===== src/rtl/opl3_timer_if.sv =====
// opl3_timer_if
// Bus between the OPL3 register-write decoder / host read path and the
// timer bank.
//
// Write side, driven by the decoder:
//   preload_wr    one-hot strobe that latches preload_data into preload[i]
//   preload_data  preload value (regs 0x02/0x03)
//   ctrl_wr       control write strobe (reg 0x04)
//   ctrl_rst      with ctrl_wr: clear all flags; start/mask fields ignored
//   ctrl_mask     with ctrl_wr and !ctrl_rst: new mask bits
//   ctrl_start    with ctrl_wr and !ctrl_rst: new start bits
//
// Status side, driven by the timer bank:
//   flags         sticky overflow flags
//   irq           OR of the flags, registered
//   timer_tick    one-cycle pulse per timer tick
interface opl3_timer_if #(
    parameter int NUM_TIMERS  = 2,
    parameter int TIMER_WIDTH = 8
);
    logic [NUM_TIMERS-1:0]  preload_wr;
    logic [TIMER_WIDTH-1:0] preload_data;
    logic                   ctrl_wr;
    logic                   ctrl_rst;
    logic [NUM_TIMERS-1:0]  ctrl_mask;
    logic [NUM_TIMERS-1:0]  ctrl_start;
    logic [NUM_TIMERS-1:0]  flags;
    logic                   irq;
    logic [NUM_TIMERS-1:0]  timer_tick;

    modport master (
        output preload_wr, preload_data, ctrl_wr, ctrl_rst, ctrl_mask, ctrl_start,
        input  flags, irq, timer_tick
    );

    modport slave (
        input  preload_wr, preload_data, ctrl_wr, ctrl_rst, ctrl_mask, ctrl_start,
        output flags, irq, timer_tick
    );
endinterface


===== src/rtl/opl3_timer_bank.sv =====
// opl3_timer_bank
// OPL3-style timer block. NUM_TIMERS up-counting timers share one base tick,
// which is generated by a fractional phase accumulator. Timer i ticks once
// every 2^(PRESCALE_SHIFT*i) base ticks. The block implements the reg 0x04
// start / mask / flag-reset semantics and produces sticky overflow flags
// plus an IRQ.
//
// Ports:
//   clk      system clock
//   reset_n  asynchronous reset, active low
//   bus      opl3_timer_if slave:
//              preload/ctrl strobes in;
//              flags, irq and timer_tick out
module opl3_timer_bank #(
    parameter int CLK_FREQ       = 24_576_000,
    parameter int BASE_TICK_HZ   = 12_500,
    parameter int NUM_TIMERS     = 2,
    parameter int TIMER_WIDTH    = 8,
    parameter int PRESCALE_SHIFT = 2,
    parameter int ACC_WIDTH      = 24
) (
    input  logic         clk,
    input  logic         reset_n,
    opl3_timer_if.slave  bus
);

    // Rounded accumulator increment: BASE_TICK_HZ * 2^ACC_WIDTH / CLK_FREQ.
    localparam longint INC_FULL =
        ((longint'(BASE_TICK_HZ) << ACC_WIDTH) + longint'(CLK_FREQ / 2)) / longint'(CLK_FREQ);
    localparam logic [ACC_WIDTH-1:0] INC = INC_FULL[ACC_WIDTH-1:0];

    // A single timer needs no prescaler, but a zero-width vector is illegal.
    localparam int PSC_RAW = PRESCALE_SHIFT * (NUM_TIMERS - 1);
    localparam int PSC_W   = (PSC_RAW > 0) ? PSC_RAW : 1;

    if (INC_FULL <= 0 || INC_FULL >= (longint'(1) << (ACC_WIDTH - 1))) begin : g_inc_check
        $error("opl3_timer_bank: accumulator increment out of range");
    end
    if (NUM_TIMERS < 1 || NUM_TIMERS > 4) begin : g_num_check
        $error("opl3_timer_bank: NUM_TIMERS must be 1..4");
    end

    logic [ACC_WIDTH-1:0]   acc;
    logic [ACC_WIDTH:0]     acc_sum;
    logic                   base_tick;
    logic [PSC_W-1:0]       prescaler;
    logic [NUM_TIMERS-1:0]  tick;
    logic [NUM_TIMERS-1:0]  timer_tick_reg;

    logic [TIMER_WIDTH-1:0] counter      [NUM_TIMERS];
    logic [TIMER_WIDTH-1:0] counter_next [NUM_TIMERS];
    logic [TIMER_WIDTH-1:0] preload      [NUM_TIMERS];
    logic [TIMER_WIDTH-1:0] preload_next [NUM_TIMERS];
    logic [NUM_TIMERS-1:0]  start, start_next;
    logic [NUM_TIMERS-1:0]  mask, mask_next;
    logic [NUM_TIMERS-1:0]  flags_reg, flags_next;
    logic [NUM_TIMERS-1:0]  overflow;
    logic                   irq_reg;
    logic                   ctrl_load;
    logic                   flag_clear;

    assign acc_sum = {1'b0, acc} + {1'b0, INC};

    // Base tick is the registered carry out of the accumulator. The prescaler
    // advances on every base tick and wraps naturally.
    always_ff @(posedge clk or negedge reset_n) begin
        if (!reset_n) begin
            acc            <= '0;
            base_tick      <= 1'b0;
            prescaler      <= '0;
            timer_tick_reg <= '0;
        end else begin
            acc            <= acc_sum[ACC_WIDTH-1:0];
            base_tick      <= acc_sum[ACC_WIDTH];
            timer_tick_reg <= tick;
            if (base_tick) begin
                prescaler <= prescaler + 1'b1;
            end
        end
    end

    // Timer i ticks on the base tick where the low PRESCALE_SHIFT*i prescaler
    // bits are all ones, so it fires once every 2^(PRESCALE_SHIFT*i) base ticks.
    for (genvar g = 0; g < NUM_TIMERS; g++) begin : g_tick
        localparam int LOW = PRESCALE_SHIFT * g;
        if (LOW == 0) begin : g_base
            assign tick[g] = base_tick;
        end else begin : g_div
            assign tick[g] = base_tick & (&prescaler[LOW-1:0]);
        end
    end

    assign ctrl_load  = bus.ctrl_wr & ~bus.ctrl_rst;
    assign flag_clear = bus.ctrl_wr & bus.ctrl_rst;

    // Next-state logic for the control registers, counters and flags.
    // A start rising edge reloads the counter and takes priority over the
    // tick. An overflow reloads the counter even when masked; only an
    // unmasked overflow sets the flag. The flag set is applied after the
    // ctrl_rst clear so that a simultaneous overflow is never lost.
    always_comb begin
        start_next = start;
        mask_next  = mask;
        flags_next = flag_clear ? '0 : flags_reg;
        overflow   = '0;
        if (ctrl_load) begin
            start_next = bus.ctrl_start;
            mask_next  = bus.ctrl_mask;
        end
        for (int i = 0; i < NUM_TIMERS; i++) begin
            preload_next[i] = bus.preload_wr[i] ? bus.preload_data : preload[i];
            counter_next[i] = counter[i];
            overflow[i]     = start[i] & tick[i] & (counter[i] == '1);
            if (ctrl_load & bus.ctrl_start[i] & ~start[i]) begin
                counter_next[i] = preload[i];
            end else if (start[i] & tick[i]) begin
                counter_next[i] = overflow[i] ? preload[i] : counter[i] + 1'b1;
            end
            if (overflow[i] & ~mask[i]) begin
                flags_next[i] = 1'b1;
            end
        end
    end

    // State registers. irq follows the same next-flags value, so it always
    // agrees with flags after each edge.
    always_ff @(posedge clk or negedge reset_n) begin
        if (!reset_n) begin
            start     <= '0;
            mask      <= '0;
            flags_reg <= '0;
            irq_reg   <= 1'b0;
            for (int i = 0; i < NUM_TIMERS; i++) begin
                counter[i] <= '0;
                preload[i] <= '0;
            end
        end else begin
            start     <= start_next;
            mask      <= mask_next;
            flags_reg <= flags_next;
            irq_reg   <= |flags_next;
            for (int i = 0; i < NUM_TIMERS; i++) begin
                counter[i] <= counter_next[i];
                preload[i] <= preload_next[i];
            end
        end
    end

    assign bus.flags      = flags_reg;
    assign bus.irq        = irq_reg;
    assign bus.timer_tick = timer_tick_reg;

endmodule


===== src/flat_wrapper.sv =====
// flat-port wrapper written by rule: the top's interface ports become plain ports
module opl3_timer_bank_flat 
#(
    parameter int CLK_FREQ       = 24_576_000,
    parameter int BASE_TICK_HZ   = 12_500,
    parameter int NUM_TIMERS     = 2,
    parameter int TIMER_WIDTH    = 8,
    parameter int PRESCALE_SHIFT = 2,
    parameter int ACC_WIDTH      = 24
)
  (clk, reset_n, bus_preload_wr, bus_preload_data, bus_ctrl_wr, bus_ctrl_rst, bus_ctrl_mask, bus_ctrl_start, bus_flags, bus_irq, bus_timer_tick);
  opl3_timer_if #(.NUM_TIMERS(NUM_TIMERS), .TIMER_WIDTH(TIMER_WIDTH)) bus_i ();
  input  logic clk;
  input  logic reset_n;
  input wire logic [$bits(bus_i.preload_wr)-1:0] bus_preload_wr;
  input wire logic [$bits(bus_i.preload_data)-1:0] bus_preload_data;
  input wire logic [$bits(bus_i.ctrl_wr)-1:0] bus_ctrl_wr;
  input wire logic [$bits(bus_i.ctrl_rst)-1:0] bus_ctrl_rst;
  input wire logic [$bits(bus_i.ctrl_mask)-1:0] bus_ctrl_mask;
  input wire logic [$bits(bus_i.ctrl_start)-1:0] bus_ctrl_start;
  output wire logic [$bits(bus_i.flags)-1:0] bus_flags;
  output wire logic [$bits(bus_i.irq)-1:0] bus_irq;
  output wire logic [$bits(bus_i.timer_tick)-1:0] bus_timer_tick;
  assign bus_i.preload_wr = bus_preload_wr;
  assign bus_i.preload_data = bus_preload_data;
  assign bus_i.ctrl_wr = bus_ctrl_wr;
  assign bus_i.ctrl_rst = bus_ctrl_rst;
  assign bus_i.ctrl_mask = bus_ctrl_mask;
  assign bus_i.ctrl_start = bus_ctrl_start;
  assign bus_flags = bus_i.flags;
  assign bus_irq = bus_i.irq;
  assign bus_timer_tick = bus_i.timer_tick;
  opl3_timer_bank #(.CLK_FREQ(CLK_FREQ), .BASE_TICK_HZ(BASE_TICK_HZ), .NUM_TIMERS(NUM_TIMERS), .TIMER_WIDTH(TIMER_WIDTH), .PRESCALE_SHIFT(PRESCALE_SHIFT), .ACC_WIDTH(ACC_WIDTH)) u_core (.clk(clk), .reset_n(reset_n), .bus(bus_i));
endmodule

===== config.mk =====
export PLATFORM = sky130hd
export DESIGN_NAME = opl3_timer_bank_flat
export DESIGN_NICKNAME = d
export VERILOG_FILES = /design/src/rtl/opl3_timer_if.sv /design/src/rtl/opl3_timer_bank.sv /design/src/flat_wrapper.sv
export SDC_FILE = /design/constraint.sdc
export NUM_CORES = 1
export LEC_CHECK = 0
export CAP_MARGIN = 20
export CORE_ASPECT_RATIO = 0.7
export CORE_UTILIZATION = 45
export DETAILED_ROUTE_END_ITERATION = 7
export PLACE_DENSITY = 0.72
export SLEW_MARGIN = 25
export SYNTH_ARGS = -nofsm -noshare
export SYNTH_HDL_FRONTEND = slang
export SYNTH_SLANG_ARGS = --single-unit

===== constraint.sdc =====
create_clock -name clk -period 2.1 [get_ports clk]
set_input_delay 0.315 -clock clk [delete_from_list [all_inputs] [get_ports clk]]
set_output_delay 0.315 -clock clk [all_outputs]
set_load 0.05 [all_outputs]

==> run metrics <==
most frequent cells in the layout dfrtp_1 (68), nand2_1 (31), clkdlybuf4s50_1 (21); final worst path period need 1850 ps; Clock Latency Late Sink about 350 ps; biggest registers after layout u_core.acc: 24 flops, u_core.counter: 16 flops, u_core.preload: 16 flops; H-tree depth 3; Buf/Inv on CP 1; status completed; number of flip-flops in the largest register 24; Die W 102 um; Sw Pwr 0.000705 W; Fin. Hold Viols 0; setup TNS 0 ps; Synth Instances roughly 290; synth-to-layout area growth 16.7%; Clock Sink Count 68; DP Worst Slack 122 ps; worst reg-to-reg setup slack approximately 320 ps; share of layout cells above drive strength 1 0.141; largest net degree at the start of global routing 29; # setup viols final 0; IO Port Bufs 22; ANT cells 0; Syn Nets ~310; synth warn 0; pwr dens 780 nW/um^2; Final Cycle Share 0.879; Max-Cap Viols 0; post-synthesis sequential area ratio 0.535; Die ar. 7410 um^2; Worst Reg-to-Reg Cells 6; DRT antenna net count 0; drt initial violations roughly 110; I/O pin total 23; RSZ-0062 raised after global routing false; PostCTS Resize Cnt 0; power share of the clock group 0.368; Total Wirelength 6160 um; Final GP Congestion 0.824; Biggest register u_core.acc; FF-to-FF Start u_core.counter[0]$_DFFE_PN0P_; initial core utilization 0.469; total number of vias 2266; Clock Tree Buf Depth 2; flops & latches, synth 68; max-slew violations 0; CP Cell Sequence clkdlybuf4s50_1; final worst setup slack 253 ps; Async SR Flop Fraction 1.00; Setup crit start kind flip-flop; CORE AREA 6790 um^2; worst path required time approximately 1800 ps; fin nets 343; Post-synth EDFFs 0; Max-Slew Margin vs Limit 0.670; CP Capture Type output pin; number of global-route vias before repair 2094; Reg power frac 0.528; fillers between 500 and 600; Comb power frac 0.104; DRC violations left 0; GRT overflow 0; TritonCTS clock tree yes; Post CTS Setup Buffer Count 0; syn_area_per_cell 10.9 um^2; Pre-antenna DRT Iters 4; arrival time at the worst endpoint 1530 ps; HPWL Detailed 4520 um; Hold Buf Count CTS 1; Synth Flop Type dfrtp_1; Top delay family on crit path buffers and inverters; standard-cell rows 25; Reg clk slew, reported paths roughly 60 ps; reg-to-reg endpoint u_core.counter[7]$_DFFE_PN0P_; Routed wire per std cell 14.7 um; number of CTS-inserted buffers 9; worst vdd ir 0.454 mV; Int Pwr 0.00219 W; vias per cell ~5.4; critical path type reg -> out; hold crit path type in -> async; first-pass GRT wire length ~10000 um; Root Driver clkbuf_8; Post-Synthesis Cell Area roughly 3200 um^2; skew final 7.88 ps; Lkg Pwr 1.61 nW; commonest non-fill, non-tap cell in the layout dfrtp_1; Area after DPL 3500 um^2; number of antenna violations at the first check in global routing 0; Worst path slowest cell clkdlybuf4s50_1; GR Util All Layers 0.190; design area 3710 um^2; FMAX between 0.5 and 0.6 GHz; peak per-stage delay on the critical path 810 ps; Critical Path Fanout Max 2; slew of the pin with the lowest slew margin 494 ps; Net Sw Frac 0.244; Netlist cell types 55; Die H 72.3 um
==> power groups by stage <==
stage | sequential [W] | clock [W] | combinational (W)
global placement | 0.00155 | 0 | 0.000293
detailed placement | 0.00155 | 0 | 0.000301
CTS | 0.00152 | 0.00111 | 0.000303
global route | 0.00154 | 0.00115 | 0.000342
finish | 0.00153 | 0.00107 | 0.000301
floorplan | 0.00152 | 0 | 0.000196
==> area by class of cell <==
type	instances	area, um^2	area share
Clock buffer	15	166	0.0448
Clock inverter	1	30.0	0.00809
Inverter	6	22.5	0.00607
Multi-Input combinational cell	208	1410	0.380
Sequential cell	68	1700	0.459
Tap cell	94	118	0.0317
Timing Repair Buffer	28	263	0.0708
==> metal layers <==
layer  share of wire  up-vias  global-route usage
met2            0.42       48               0.248
met5               0        -                   0
met3           0.044       15              0.0539
li1                -     1106                   -
met1            0.52     1097               0.278
met4           0.024        0               0.110
==> synthesized netlist by cell type, types with 2 or more instances <==
master / count / area share
nand3_1: 6 / 0.0094
o211ai_1: 3 / 0.0071
and4_1: 2 / 0.0055
dfrtp_1: 68 / 0.54
a211oi_1: 3 / 0.0071
nand3b_1: 3 / 0.0071
a21oi_1: 13 / 0.020
o21bai_1: 2 / 0.0047
and3b_1: 2 / 0.0055
nor2_1: 20 / 0.024
clkbuf_1: 6 / 0.0071
and2_1: 2 / 0.0039
a2bb2oi_1: 2 / 0.0055
or3_1: 2 / 0.0039
nor3_1: 5 / 0.0079
xor2_1: 11 / 0.030
nand2_1: 31 / 0.037
inv_1: 6 / 0.0071
o21a_1: 3 / 0.0071
and3_1: 4 / 0.0079
a31oi_1: 3 / 0.0059
ha_1: 4 / 0.016
xnor2_1: 13 / 0.036
o22ai_1: 2 / 0.0039
a21o_1: 3 / 0.0071
mux2_2: 20 / 0.071
o21ai_0: 19 / 0.030
nand4_1: 6 / 0.012
==> logic make-up after synthesis <==
kind of cell | synth area share
multiplexers | 0.0740
AND/OR/NAND/NOR | 0.150
AO/OA/AOI/OAI | 0.138
flip-flops | 0.535
buffers and inverters | 0.0216
XOR/XNOR | 0.0661
adder cells (fa/ha/maj) | 0.0157
==> metrics by stage <==
stage	hold WS (ps)	util	power (W)	cells
after floorplan	19.4	-	0.00171	291
after global placement	245	0.516	0.00184	403
final	393	0.547	0.00289	420
after global routing	442	0.547	0.00304	420
after CTS	377	0.547	0.00294	420
after detailed placement	243	0.516	0.00185	403
==> how the worst max path moves through the flow <==
stage                                  start                             to  slack, ps  depth (start not counted)
2_1_floorplan        u_core.acc[0]$_DFF_PN0_       u_core.acc[20]$_DFF_PN0_        530                          6
3_3_place_gp                     bus_ctrl_wr  u_core.counter[0]$_DFFE_PN0P_        160                          7
3_5_place_dp                     bus_ctrl_wr  u_core.counter[0]$_DFFE_PN0P_        120                          7
4_1_cts        u_core.bus.flags[0]$_DFF_PN0_                   bus_flags[0]        210                          1
5_1_grt        u_core.counter[0]$_DFFE_PN0P_  u_core.counter[7]$_DFFE_PN0P_        200                          6
6_report       u_core.bus.flags[0]$_DFF_PN0_                   bus_flags[0]        250                          1
(Power assumes the default switching activity.)
